==> src/rtl/iter_mul_unit_pkg.sv <==
// Shared types and constants for the iterative multiplier: FSM state encoding,
// operand/product widths and the BITS_PER_CYCLE legality check.
package mul_pkg;
  localparam int MUL_WIDTH  = 32;
  localparam int PROD_WIDTH = 64;

  typedef enum logic [1:0] {IDLE, CALC, FIX, DONE} state_t;

  function automatic bit bpc_legal(input int bpc);
    return (bpc == 1 || bpc == 2 || bpc == 4 || bpc == 8) && (MUL_WIDTH % bpc == 0);
  endfunction
endpackage

==> src/rtl/iter_mul_unit_if.sv <==
// Multiply handshake between the execute stage (master) and the multiplier (slave).
interface iter_mul_unit_if;
  logic                            enable;
  logic                            is_unsign;
  logic [mul_pkg::MUL_WIDTH-1:0]   a;
  logic [mul_pkg::MUL_WIDTH-1:0]   b;
  logic [mul_pkg::PROD_WIDTH-1:0]  result;
  logic                            done;
  logic                            busy;

  modport master (output enable, is_unsign, a, b, input result, done, busy);
  modport slave  (input enable, is_unsign, a, b, output result, done, busy);
endinterface

==> src/rtl/iter_mul_unit_step.sv <==
// One iteration's partial product: mcand times a BITS_PER_CYCLE-wide multiplier
// chunk, shifted into place by the iteration count.
module mul_step
  import mul_pkg::*;
#(
  parameter int BITS_PER_CYCLE = 2
) (
  input  logic [MUL_WIDTH-1:0]      mcand,
  input  logic [BITS_PER_CYCLE-1:0] chunk,
  input  logic [5:0]                count,
  output logic [PROD_WIDTH-1:0]     partial
);
  localparam int PW = MUL_WIDTH + BITS_PER_CYCLE;

  logic [PW-1:0] terms [BITS_PER_CYCLE];
  logic [PW-1:0] prod;
  logic [5:0]    shamt;

  for (genvar gi = 0; gi < BITS_PER_CYCLE; gi++) begin : g_term
    assign terms[gi] = chunk[gi] ? ({{BITS_PER_CYCLE{1'b0}}, mcand} << gi) : '0;
  end

  always_comb begin
    prod = '0;
    for (int i = 0; i < BITS_PER_CYCLE; i++) begin
      prod = prod + terms[i];
    end
  end

  assign shamt   = count * 6'(BITS_PER_CYCLE);
  assign partial = {{(PROD_WIDTH-PW){1'b0}}, prod} << shamt;
endmodule

==> src/rtl/iter_mul_unit.sv <==
// Multi-cycle 32x32->64 multiplier: sign-magnitude shift-add over N iterations,
// sign fix-up, then a one-cycle done strobe.
module iter_mul_unit
  import mul_pkg::*;
#(
  parameter int BITS_PER_CYCLE = 2
) (
  input  logic           sys_clk,
  input  logic           rst,
  iter_mul_unit_if.slave bus
);
  localparam int         N    = MUL_WIDTH / BITS_PER_CYCLE;
  localparam logic [5:0] LAST = 6'(N - 1);

  if (!bpc_legal(BITS_PER_CYCLE)) begin : g_bad_param
    $error("iter_mul_unit: BITS_PER_CYCLE must be 1, 2, 4 or 8");
  end

  state_t                state_reg, state_next;
  logic [MUL_WIDTH-1:0]  mcand_reg, mplier_reg;
  logic                  neg_reg;
  logic [PROD_WIDTH-1:0] acc_reg, result_reg, partial;
  logic [5:0]            count_reg;
  logic [MUL_WIDTH-1:0]  a_mag, b_mag;

  // Two's-complement negate also maps 0x80000000 onto itself, which is its magnitude.
  assign a_mag = (!bus.is_unsign && bus.a[MUL_WIDTH-1]) ? (~bus.a + 32'd1) : bus.a;
  assign b_mag = (!bus.is_unsign && bus.b[MUL_WIDTH-1]) ? (~bus.b + 32'd1) : bus.b;

  mul_step #(.BITS_PER_CYCLE(BITS_PER_CYCLE)) u_step (
    .mcand   (mcand_reg),
    .chunk   (mplier_reg[BITS_PER_CYCLE-1:0]),
    .count   (count_reg),
    .partial (partial)
  );

  always_ff @(posedge sys_clk) begin
    if (rst) state_reg <= IDLE;
    else     state_reg <= state_next;
  end

  always_comb begin
    state_next = state_reg;
    case (state_reg)
      IDLE:    if (bus.enable) state_next = CALC;
      CALC:    if (!bus.enable) state_next = IDLE;
               else if (count_reg == LAST) state_next = FIX;
      FIX:     state_next = bus.enable ? DONE : IDLE;
      DONE:    state_next = IDLE;
      default: state_next = IDLE;
    endcase
  end

  always_comb begin
    bus.done = 1'b0;
    bus.busy = 1'b0;
    case (state_reg)
      CALC, FIX: bus.busy = 1'b1;
      DONE:      bus.done = 1'b1;
      default:   ;
    endcase
  end

  // Datapath only advances while the request is still held, so an abort leaves result untouched.
  always_ff @(posedge sys_clk) begin
    if (rst) begin
      mcand_reg  <= '0;
      mplier_reg <= '0;
      neg_reg    <= 1'b0;
      acc_reg    <= '0;
      count_reg  <= '0;
      result_reg <= '0;
    end else if (bus.enable) begin
      case (state_reg)
        IDLE: begin
          mcand_reg  <= a_mag;
          mplier_reg <= b_mag;
          neg_reg    <= !bus.is_unsign && (bus.a[MUL_WIDTH-1] ^ bus.b[MUL_WIDTH-1]);
          acc_reg    <= '0;
          count_reg  <= '0;
        end
        CALC: begin
          acc_reg    <= acc_reg + partial;
          mplier_reg <= mplier_reg >> BITS_PER_CYCLE;
          count_reg  <= count_reg + 6'd1;
        end
        FIX:     result_reg <= neg_reg ? (~acc_reg + 64'd1) : acc_reg;
        default: ;
      endcase
    end
  end

  assign bus.result = result_reg;
endmodule

==> src/flat_wrapper.sv <==
// flat-port wrapper written by rule: the top's interface ports become plain ports
module iter_mul_unit_flat import mul_pkg::*;
#(
  parameter int BITS_PER_CYCLE = 2
)
  (sys_clk, rst, bus_enable, bus_is_unsign, bus_a, bus_b, bus_result, bus_done, bus_busy);
  iter_mul_unit_if bus_i ();
  input  logic sys_clk;
  input  logic rst;
  input wire logic [$bits(bus_i.enable)-1:0] bus_enable;
  input wire logic [$bits(bus_i.is_unsign)-1:0] bus_is_unsign;
  input wire logic [$bits(bus_i.a)-1:0] bus_a;
  input wire logic [$bits(bus_i.b)-1:0] bus_b;
  output wire logic [$bits(bus_i.result)-1:0] bus_result;
  output wire logic [$bits(bus_i.done)-1:0] bus_done;
  output wire logic [$bits(bus_i.busy)-1:0] bus_busy;
  assign bus_i.enable = bus_enable;
  assign bus_i.is_unsign = bus_is_unsign;
  assign bus_i.a = bus_a;
  assign bus_i.b = bus_b;
  assign bus_result = bus_i.result;
  assign bus_done = bus_i.done;
  assign bus_busy = bus_i.busy;
  iter_mul_unit #(.BITS_PER_CYCLE(BITS_PER_CYCLE)) u_core (.sys_clk(sys_clk), .rst(rst), .bus(bus_i));
endmodule
==> config.mk <==
export PLATFORM = sky130hd
export DESIGN_NAME = iter_mul_unit_flat
export DESIGN_NICKNAME = d
export VERILOG_FILES = /design/src/rtl/iter_mul_unit_pkg.sv /design/src/rtl/iter_mul_unit_if.sv /design/src/rtl/iter_mul_unit_step.sv /design/src/rtl/iter_mul_unit.sv /design/src/flat_wrapper.sv
export SDC_FILE = /design/constraint.sdc
export NUM_CORES = 1
export LEC_CHECK = 0
export CAP_MARGIN = 40
export CORE_ASPECT_RATIO = 0.9
export CORE_UTILIZATION = 61
export DETAILED_ROUTE_END_ITERATION = 12
export GPL_TIMING_DRIVEN = 0
export PLACE_DENSITY = 0.8
export SYNTH_ARGS = -nofsm -noshare
export SYNTH_HDL_FRONTEND = slang
export SYNTH_SLANG_ARGS = --single-unit
export TNS_END_PERCENT = 1
==> constraint.sdc <==
create_clock -name sys_clk -period 7.35 [get_ports sys_clk]
set_input_delay 1.47 -clock sys_clk [delete_from_list [all_inputs] [get_ports sys_clk]]
set_output_delay 1.47 -clock sys_clk [all_outputs]
set_load 0.02 [all_outputs]
==> results of run 1 <==
## stage by stage
step / instances / setup slack, ns / cell area [sq um]
2_1_floorplan: 2508 / 1.30 / 18100
3_5_place_dp: 3042 / -0.682 / 20000
3_3_place_gp: 3037 / -0.601 / 20000
5_1_grt: 3081 / -0.0852 / 20900
4_1_cts: 3082 / -0.0256 / 20800
6_report: 3081 / 0.145 / 20900
## cells by family (layout without fill, tap and decap cells)
group / after synthesis / in the layout / share of synthesized area, %
muxes: 52 / 52 / 3.42
adders and majority gates: 105 / 105 / 7.32
DFF: 201 / 201 / 22.2
AOI/OAI and AO/OA: 819 / 819 / 29.4
and+or+nand+nor: 920 / 920 / 23.7
xor gates and xnor gates: 198 / 198 / 9.56
buffers and inverters: 213 / 390 / 4.47
## final cells by class
class	instances	area [sq um]
multi-input combinational	2094	13500
fill	2371	8200
sequential	201	4030
timing repair buffer	140	1400
clock buffer	31	646
buffer	157	611
tap	396	495
inverter	53	199
clock inverter	9	57.6
## critical path: stages, from the launching register on
cell,delay (ns)
dfxtp_2,0.49
clkbuf_4,0.29
nand2_1,0.13
fa_1,0.47
nor2b_1,0.18
o31a_2,0.19
o211ai_2,0.16
o31ai_2,0.40
a21oi_1,0.21
o21bai_1,0.26
nand3_1,0.16
a31oi_1,0.54
mux2i_1,0.20
o21a_1,0.20
o21ai_0,0.44
ha_1,0.33
and3_1,0.22
nand3_1,0.07
or4_1,0.47
a2111oi_2,0.33
nor2_1,0.17
a31o_2,0.31
a2111o_1,0.41
and3_1,0.18
a211o_1,0.26
## synthesized netlist by cell type (9+ instances only)
cell type    n
clkbuf_1   134
xor2_1     106
a31oi_1     24
o21ai_0    173
mux2_2      10
o22ai_1     15
a21o_1      58
buf_1       17
o211ai_1    14
o41ai_1     16
a311oi_1     9
inv_1       50
nand4_1     31
or2_2       12
and3_1      18
nand3_1     47
dfxtp_1    201
nor2b_1     13
mux2i_1     35
nand2_1    296
nor2_1     294
nor4_1      14
xnor2_1     92
nor3_1      29
or3_1       25
o221ai_1    11
ha_1       103
o21bai_1    18
a211oi_1    87
a22oi_1     47
o21a_1      19
and2_1      91
a21oi_1    210
o31ai_1     34
nand2b_1    19
or4_1       13
## what timing repair did
item / CTS / global route
gates resized for setup: 20 / 34
endpoints found under the setup margin: 19 / 23
setup buffers: 0 / 1
hold buffers: 0 / 0
## layout by cell type, fill, tap and decap left out, drive strengths merged, types with 10 or more instances in the layout
cell / instances
o22ai: 15
clkdlybuf4s50: 133
inv: 51
mux2: 10
nand2b: 19
xnor2: 92
a21oi: 213
clkbuf: 164
nand3: 48
a31oi: 24
or4: 17
nor2b: 13
and3: 19
nor4: 17
o41ai: 17
or2: 12
buf: 31
o21a: 19
nor2: 294
a211oi: 87
o21ai: 173
mux2i: 35
o21bai: 18
o221ai: 11
o31ai: 34
nand4: 31
dfxtp: 201
o211ai: 15
or3: 26
and2: 91
a21o: 58
nor3: 31
nand2: 296
xor2: 106
a22oi: 47
ha: 103
## how the worst max path moves through the flow
stage	start	endpoint	cells past startpoint
after global routing	u_core.mplier_reg[0]$_SDFFE_PP0P_	u_core.acc_reg[63]$_SDFFE_PP0P_	24
final	u_core.mplier_reg[0]$_SDFFE_PP0P_	u_core.acc_reg[63]$_SDFFE_PP0P_	24
after global placement	u_core.mplier_reg[0]$_SDFFE_PP0P_	u_core.acc_reg[63]$_SDFFE_PP0P_	25
after CTS	u_core.mplier_reg[0]$_SDFFE_PP0P_	u_core.acc_reg[61]$_SDFFE_PP0P_	27
after detailed placement	u_core.mplier_reg[0]$_SDFFE_PP0P_	u_core.acc_reg[63]$_SDFFE_PP0P_	25
after floorplan	u_core.mplier_reg[0]$_SDFFE_PP0P_	u_core.acc_reg[63]$_SDFFE_PP0P_	25
## metal layers
layer	vias up	part of all wire [%]	track usage (%)
met3	253	10	8.14
met2	1335	45	70.3
li1	9413	-	-
met4	0	6.0	23.5
met5	-	0	0
met1	9489	39	52.9
## report_power, final
| part | internal [mW] | leakage, nW | switching [mW] | total (mW) |
|---|---|---|---|---|
| combinational | 0.249 | 6.36 | 0.468 | 0.717 |
| sequential | 1.13 | 1.63 | 0.0368 | 1.17 |
| clock | 0.615 | 0.345 | 0.490 | 1.10 |
==> results.yml, run 1 <==
finish:
  final_nets: 2843
  final_util_pct: 71.8
  layout-drive-gt1-share_pct: 5.14
  n_antenna_cell: 0
  syn2layout_area_growth_pct: 15.1
global_route:
  antenna_found_initial: 0
  grt_first_pass_wirelength_mm: 104
  grt_overflow: 0
  grt_pass1_vias: 19300
  grt_max_degree: 14
  gr-usage-all-layers_pct: 43.0
power_and_ir_drop:
  cellPowerDensity_nw_per_um2: 143
  ir_worst_vdd_mv: 0.180
  power.total_mw: 2.99
  p_leak_nw: 8.34
sta:
  rsz0062_at_grt: "true"
  setup_violations: 0
  clock_skew_ns: 0.0404
  finalHoldWorstSlack_ns: 0.451
  period_minus_slack_ns: 7.21
  fmax_mhz: 139
  tightest_slew_ns: 1.04
  tns_ns: 0
  drv_slew: 0
  hold_viol_final: 0
  maxSlewHeadroom_pct: 30.8
  period_share_pct: 98.0
yosys:
  syn_area_per_cell_sq_um: 7.23
  synth_edf_count: 0
  yosysWarnings: 0
  synthTopCellsByArea: "dfxtp_1 22%, ha_1 7.1%, nand2_1 6.1%"
  synth_seq_area_share_pct: 22.2
  ys_ff_latch: 201
  synth-async-reset-ratio_pct: 0
  synth_cells: 2508
  syn-num-nets: 2681
  syn_area_sq_um: 18100
  ys_types: 82
  synth_top_cell_area_share_pct: 22.2
  synth_flop_cell: "dfxtp_1"
  yosys.area.top_type: "dfxtp_1"
critical_path:
  timing.rr.start: "u_core.mplier_reg[0]$_SDFFE_PP0P_"
  start_kind: "flip-flop"
  r2r-end: "u_core.acc_reg[63]$_SDFFE_PP0P_"
  required_ns: 7.75
  crit_fanout: 10
  crit_type: "reg -> reg"
  worstPathArrival_ns: 7.61
  ff2ff_path_depth: 24
  rrSetupSlack_ns: 0.14
  end_kind: "flip-flop"
floorplanning:
  die_height_um: 166
  rows: 59
  pin_count: 134
  initial_core_util_pct: 62.4
  core_sq_um: 29100
  die_area_sq_um: 30400
  die_width_um: 184
routing:
  post_drt_wl_per_cell_um: 21.8
  drt-total-wl_mm: 67.2
  drt_iter0_drc: 2464
  dr.pass1.iters: 7
  post-route-drc-count: 0
  ant_nets: 0
  vias_per_cell: 6.65
  routed-via-count: 20500
clock_network:
  insertion_delay_ns: 0.55
  numCtsBuffers: 23
  clk_transition_reported_paths_ns: 0.06
  clockBufferDepth: 3
  clock-sinks: 201
  cts-root-buf: "clkbuf_16"
  htree_levels: 1
  cts_tree: "done"
worst_hold_path:
  hold_depth: 2
  worstHoldEndpoint: "u_core.bus.result[47]$_SDFFE_PP0P_"
  min_path_type: "reg -> reg"
  min-delay-start: "u_core.bus.result[47]$_SDFFE_PP0P_"
run_status:
  status: "complete, no violations"
placement:
  place_congestion: 1.06
  dp.final_hpwl_mm: 51.6
  portBuffers: 133
flow_run:
  drv_cap: 0
Note: power is estimated with default switching activity, not from simulation.
==> inputs of run 2 (changes only) <==
- CORE_MARGIN: default -> 2
==> run 2 against run 1 <==
Core utilization is 0.77 points higher; first-iteration DRC count is 0.89% higher; die area is 2.3% higher; sequential share of layout area is 0.21 points lower; total power is 6.1% higher; sequential cell count stayed put; critical path depth is 1 higher.
==> results.yml, run 2 (same netlist as run 1, synthesis figures left out) <==
run_status:
  status: "complete, no violations"
placement:
  portBuffers: 133
  place_congestion: 1.04
  postPlaceCellArea_sq_um: 20000
  dp.final_hpwl_mm: 52.8
  pre_cts_slack_ns: -0.687
  dp_cells: 3043
routing:
  vias_per_cell: 6.68
  drt-total-wl_mm: 67.9
  post_drt_wl_per_cell_um: 22.0
  drt_iter0_drc: 2486
  routed-via-count: 20600
  ant_nets: 0
  dr.pass1.iters: 6
  post-route-drc-count: 0
finish:
  final_common_cell: "nand2_1"
  instances_no_fill: 3083
  final_nets: 2844
  design_area_sq_um: 21100
  final_cell_mix: "296 x nand2_1, 293 x nor2_1, 200 x a21oi_1, 199 x dfxtp_1, 167 x o21ai_0"
  layout-drive-gt1-share_pct: 5.62
  nFillCells: 2205
  syn2layout_area_growth_pct: 16.3
  n_antenna_cell: 0
floorplanning:
  core_sq_um: 29100
  initial_core_util_pct: 62.4
  die_height_um: 168
  pin_count: 134
  die_width_um: 186
  rows: 59
  die_area_sq_um: 31100
power_and_ir_drop:
  ir_worst_vdd_mv: 0.170
  combPwrFrac_pct: 23.0
  swShare_pct: 31.6
  internal-power_mw: 2.17
  p_leak_nw: 8.42
  p_sw_mw: 1.00
  clock_power_share_pct: 40.2
  power.total_mw: 3.17
  cellPowerDensity_nw_per_um2: 150
  seqPwrFrac_pct: 36.8
sta:
  fmax_mhz: 140
  period_share_pct: 96.8
  period_minus_slack_ns: 7.12
  setup_violations: 0
  maxSlewHeadroom_pct: 34.2
  fin_ws_ns: 0.232
  rsz0062_at_grt: "true"
  tns_ns: 0
  clock_skew_ns: 0.0148
  tightest_slew_ns: 0.988
  drv_slew: 0
  hold_viol_final: 0
global_route:
  grt_overflow: 0
  grt_pass1_vias: 19500
  antenna_found_initial: 0
  gr-usage-all-layers_pct: 42.8
  grt_busiest_layer: "met2"
  grtUsageMet3_pct: 10.0
  grt_max_degree: 14
  grt_first_pass_wirelength_mm: 106
  gr-usage-met2_pct: 68.5
  grt_use_met1_pct: 52.7
critical_path:
  crit_slowest_cell: "o31ai_2"
  worstPathArrival_ns: 7.52
  crit_path_max_incr_delay_ns: 0.54
  required_ns: 7.76
  cp_num_buf_inv: 1
  timing.rr.start: "u_core.mplier_reg[0]$_SDFFE_PP0P_"
  ff2ff_path_depth: 25
  crit_fanout: 10
  rrSetupSlack_ns: 0.23
  end_kind: "flip-flop"
  cp_top_family: "compound AO/OA/AOI/OAI gates"
  crit_type: "reg -> reg"
  r2r-end: "u_core.acc_reg[51]$_SDFFE_PP0P_"
  start_kind: "flip-flop"
worst_hold_path:
  worstHoldEndpoint: "u_core.bus.result[63]$_SDFFE_PP0P_"
  hold_depth: 2
  min_path_type: "reg -> reg"
  min-delay-start: "u_core.bus.result[63]$_SDFFE_PP0P_"
clock_network:
  insertion_delay_ns: 0.53
  clockBufferDepth: 3
  clk_transition_reported_paths_ns: 0.06
  htree_levels: 1
  numCtsBuffers: 22
  holdBufCountCts: 0
  clock-sinks: 201
  cts_tree: "done"
  cts-root-buf: "clkbuf_16"
flow_run:
  drv_cap: 0
## run 2: cell count changes in the layout (fill, tap and decap cells not counted), moves of 3 or more
| cell | before | now |
|---|---|---|
| a21oi_2 | 10 | 13 |
| bufinv_16 | 0 | 5 |
| a21oi_1 | 203 | 200 |
| o21ai_1 | 7 | 4 |
## run 2: metrics by stage
stage | utilization, % | hold WS, ns
floorplan | - | 0.432
global route | 72.6 | 0.473
detailed placement | 68.9 | 0.445
global placement | 68.7 | 0.438
finish | 72.6 | 0.451
CTS | 72.0 | 0.453
## run 2: worst max-delay path by stage
stage | startpoint | end | cells past startpoint
finish | u_core.mplier_reg[0]$_SDFFE_PP0P_ | u_core.acc_reg[51]$_SDFFE_PP0P_ | 25
global route | u_core.mplier_reg[0]$_SDFFE_PP0P_ | u_core.acc_reg[63]$_SDFFE_PP0P_ | 24
CTS | u_core.mplier_reg[1]$_SDFFE_PP0P_ | u_core.acc_reg[63]$_SDFFE_PP0P_ | 26
detailed placement | u_core.mplier_reg[0]$_SDFFE_PP0P_ | u_core.acc_reg[61]$_SDFFE_PP0P_ | 27
global placement | u_core.mplier_reg[0]$_SDFFE_PP0P_ | u_core.acc_reg[51]$_SDFFE_PP0P_ | 27
floorplan | u_core.mplier_reg[0]$_SDFFE_PP0P_ | u_core.acc_reg[63]$_SDFFE_PP0P_ | 25
## run 2: power groups by stage
stage | logic (mW) | registers [mW] | clock network, mW
after floorplan | 0.440 | 1.18 | 0
after global placement | 0.659 | 1.19 | 0
after detailed placement | 0.686 | 1.19 | 0
after CTS | 0.696 | 1.17 | 1.27
after global routing | 0.780 | 1.17 | 1.31
final | 0.731 | 1.17 | 1.27
## run 2: what timing repair did
item | CTS | global route
hold endpoints to repair | 0 | 0
buffers inserted | 0 | 2
setup endpoints to repair | 19 | 26
pin swaps | 0 | 3
resized for setup | 23 | 46
## run 2: layer usage
metal	vias to the layer above	wire length [um]
met3	268	7630
met4	0	4480
li1	9432	-
met2	1323	29800
met5	-	0
met1	9563	26000
## run 2: area by class of cell
class / instances / area, sq um / area share [%]
Tap cell: 396 / 495 / 2.35
Clock buffer: 31 / 646 / 3.06
Buffer: 157 / 613 / 2.90
Multi-Input combinational cell: 2094 / 13500 / 64.2
Timing Repair Buffer: 142 / 1410 / 6.70
Sequential cell: 201 / 4030 / 19.1
Inverter: 53 / 199 / 0.943
Clock inverter: 9 / 173 / 0.818
## run 2: worst min-delay path, cell delays in order (launching register included)
cell	delay (ns)
dfxtp_1	0.31
nand2_1	0.05
a21oi_1	0.05
==> inputs of run 3 (changes only) <==
- CAP_MARGIN: 40 -> 20
==> run 3 against run 2 <==
Global-route usage is 0.30 points higher; register-to-register slack worse by 0.08 ns; via count is 0.54% lower.
==> results.yml, run 3 (same netlist as run 1, synthesis figures left out) <==
run_status:
  status: "complete, no violations"
placement:
  place_congestion: 1.04
  dp.final_hpwl_mm: 52.6
  dp_cells: 3037
  pre_cts_slack_ns: -0.703
  portBuffers: 133
sta:
  period_share_pct: 97.9
  maxSlewHeadroom_pct: 15.4
  hold_viol_final: 0
  clock_skew_ns: 0.0143
  rsz0062_at_grt: "true"
  setup_violations: 0
  period_minus_slack_ns: 7.19
  fmax_mhz: 139
  fin_ws_ns: 0.157
  drv_slew: 0
  tightest_slew_ns: 1.27
routing:
  drt_iter0_drc: 2266
  dr.pass1.iters: 6
  post_drt_wl_per_cell_um: 22.1
  vias_per_cell: 6.65
  post-route-drc-count: 0
  ant_nets: 0
  routed-via-count: 20500
  drt-total-wl_mm: 67.9
clock_network:
  clockBufferDepth: 3
  htree_levels: 1
  cts_tree: "done"
  clk_transition_reported_paths_ns: 0.06
  numCtsBuffers: 22
  cts-root-buf: "clkbuf_16"
  insertion_delay_ns: 0.54
  holdBufCountCts: 0
  clock-sinks: 201
finish:
  instances_no_fill: 3079
  final_util_pct: 72.0
  syn2layout_area_growth_pct: 15.4
  final_nets: 2839
  final_cell_mix: "296 x nand2_1, 293 x nor2_1, 204 x a21oi_1, 199 x dfxtp_1, 166 x o21ai_0"
  final_common_cell: "nand2_1"
  layout-drive-gt1-share_pct: 5.29
critical_path:
  timing.rr.start: "u_core.mplier_reg[0]$_SDFFE_PP0P_"
  required_ns: 7.77
  rrSetupSlack_ns: 0.16
  critPathCapture: "u_core.acc_reg[63]$_SDFFE_PP0P_"
  crit_type: "reg -> reg"
  r2r-end: "u_core.acc_reg[63]$_SDFFE_PP0P_"
  crit_fanout: 10
  worstPathArrival_ns: 7.61
  start_kind: "flip-flop"
  cp-startpoint: "u_core.mplier_reg[0]$_SDFFE_PP0P_"
  ff2ff_path_depth: 24
  end_kind: "flip-flop"
global_route:
  grt_first_pass_wirelength_mm: 107
  grt_max_degree: 14
  gr-usage-all-layers_pct: 43.1
  antenna_found_initial: 1
  grt_overflow: 0
  grt_pass1_vias: 19700
power_and_ir_drop:
  cellPowerDensity_nw_per_um2: 146
  p_leak_nw: 8.35
  ir_worst_vdd_mv: 0.149
floorplanning:
  die_area_sq_um: 31100
  rows: 59
  core_sq_um: 29100
  die_height_um: 168
  initial_core_util_pct: 62.4
  pin_count: 134
  die_width_um: 186
worst_hold_path:
  min_path_type: "reg -> reg"
flow_run:
  drv_cap: 0
run 3: cell count changes in the layout (fill, tap and decap cells not counted), sizes merged:
cell,before,now
buf,33,29
bufinv,5,1
clkbuf,164,165
clkinv,5,7
diode,0,1
run 3: worst min-delay path by stage:
| stage | startpoint | endpoint | depth (start not counted) |
|---|---|---|---|
| floorplan | u_core.mplier_reg[2]$_SDFFE_PP0P_ | u_core.mplier_reg[2]$_SDFFE_PP0P_ | 2 |
| global placement | u_core.mplier_reg[2]$_SDFFE_PP0P_ | u_core.mplier_reg[2]$_SDFFE_PP0P_ | 2 |
| detailed placement | u_core.bus.result[59]$_SDFFE_PP0P_ | u_core.bus.result[59]$_SDFFE_PP0P_ | 2 |
| CTS | u_core.mplier_reg[27]$_SDFFE_PP0P_ | u_core.mplier_reg[27]$_SDFFE_PP0P_ | 2 |
| global route | u_core.bus.result[59]$_SDFFE_PP0P_ | u_core.bus.result[59]$_SDFFE_PP0P_ | 2 |
| finish | u_core.bus.result[63]$_SDFFE_PP0P_ | u_core.bus.result[63]$_SDFFE_PP0P_ | 2 |
run 3: layout make-up:
type | count | area [sq um]
clock inverter | 7 | 70.1
multi-input combinational | 2094 | 13500
fill | 2296 | 8150
antenna | 1 | 2.50
clock buffer | 33 | 673
timing repair buffer | 138 | 1370
tap | 396 | 495
inverter | 53 | 199
sequential | 201 | 4030
buffer | 156 | 609
run 3: layer usage:
metal / up-vias / wire length [um] / track usage [%]
met4: 0 / 3930 / 23.6
li1: 9424 / - / -
met1: 9525 / 26600 / 53.3
met3: 259 / 6910 / 9.94
met5: - / 0 / 0
met2: 1267 / 30500 / 69.0
run 3: power breakdown:
part	switching, mW	internal (mW)	total [mW]
sequential	0.0369	1.13	1.17
combinational	0.480	0.248	0.727
clock	0.498	0.669	1.17
total	1.01	2.05	3.06
run 3: what timing repair did:
action | in CTS | in global routing
setup endpoints to repair | 19 | 24
setup buffers | 0 | 4
gates resized for setup | 19 | 44
pin swaps | 0 | 1
endpoints found under the hold margin | 0 | 0
run 3: per-stage QoR:
| stage | TNS (ns) | total power, mW | instance area (sq um) | hold slack [ns] |
|---|---|---|---|---|
| after floorplan | 0 | 1.62 | 18100 | 0.432 |
| after global placement | -6.46 | 1.84 | 20000 | 0.438 |
| after detailed placement | -6.31 | 1.87 | 20000 | 0.445 |
| after CTS | -0.0969 | 3.02 | 20800 | 0.454 |
| after global routing | -0.182 | 3.15 | 20900 | 0.468 |
| final | 0 | 3.06 | 20900 | 0.452 |
run 3: critical path, stage by stage, from the launching register on:
cell,delay [ns]
dfxtp_2,0.49
clkbuf_4,0.28
nand2_1,0.15
fa_1,0.49
nor2b_1,0.20
o31a_2,0.22
o211ai_2,0.17
o31ai_2,0.41
a31oi_1,0.19
xnor2_2,0.23
mux4_2,0.52
a21oi_2,0.32
nand2_1,0.10
o211a_1,0.20
ha_1,0.41
nand2_1,0.12
nor2_1,0.14
nand2_1,0.18
or4_1,0.59
a2111oi_2,0.31
nor2_1,0.16
a31o_2,0.30
a2111o_1,0.42
and3_1,0.19
a211o_1,0.26
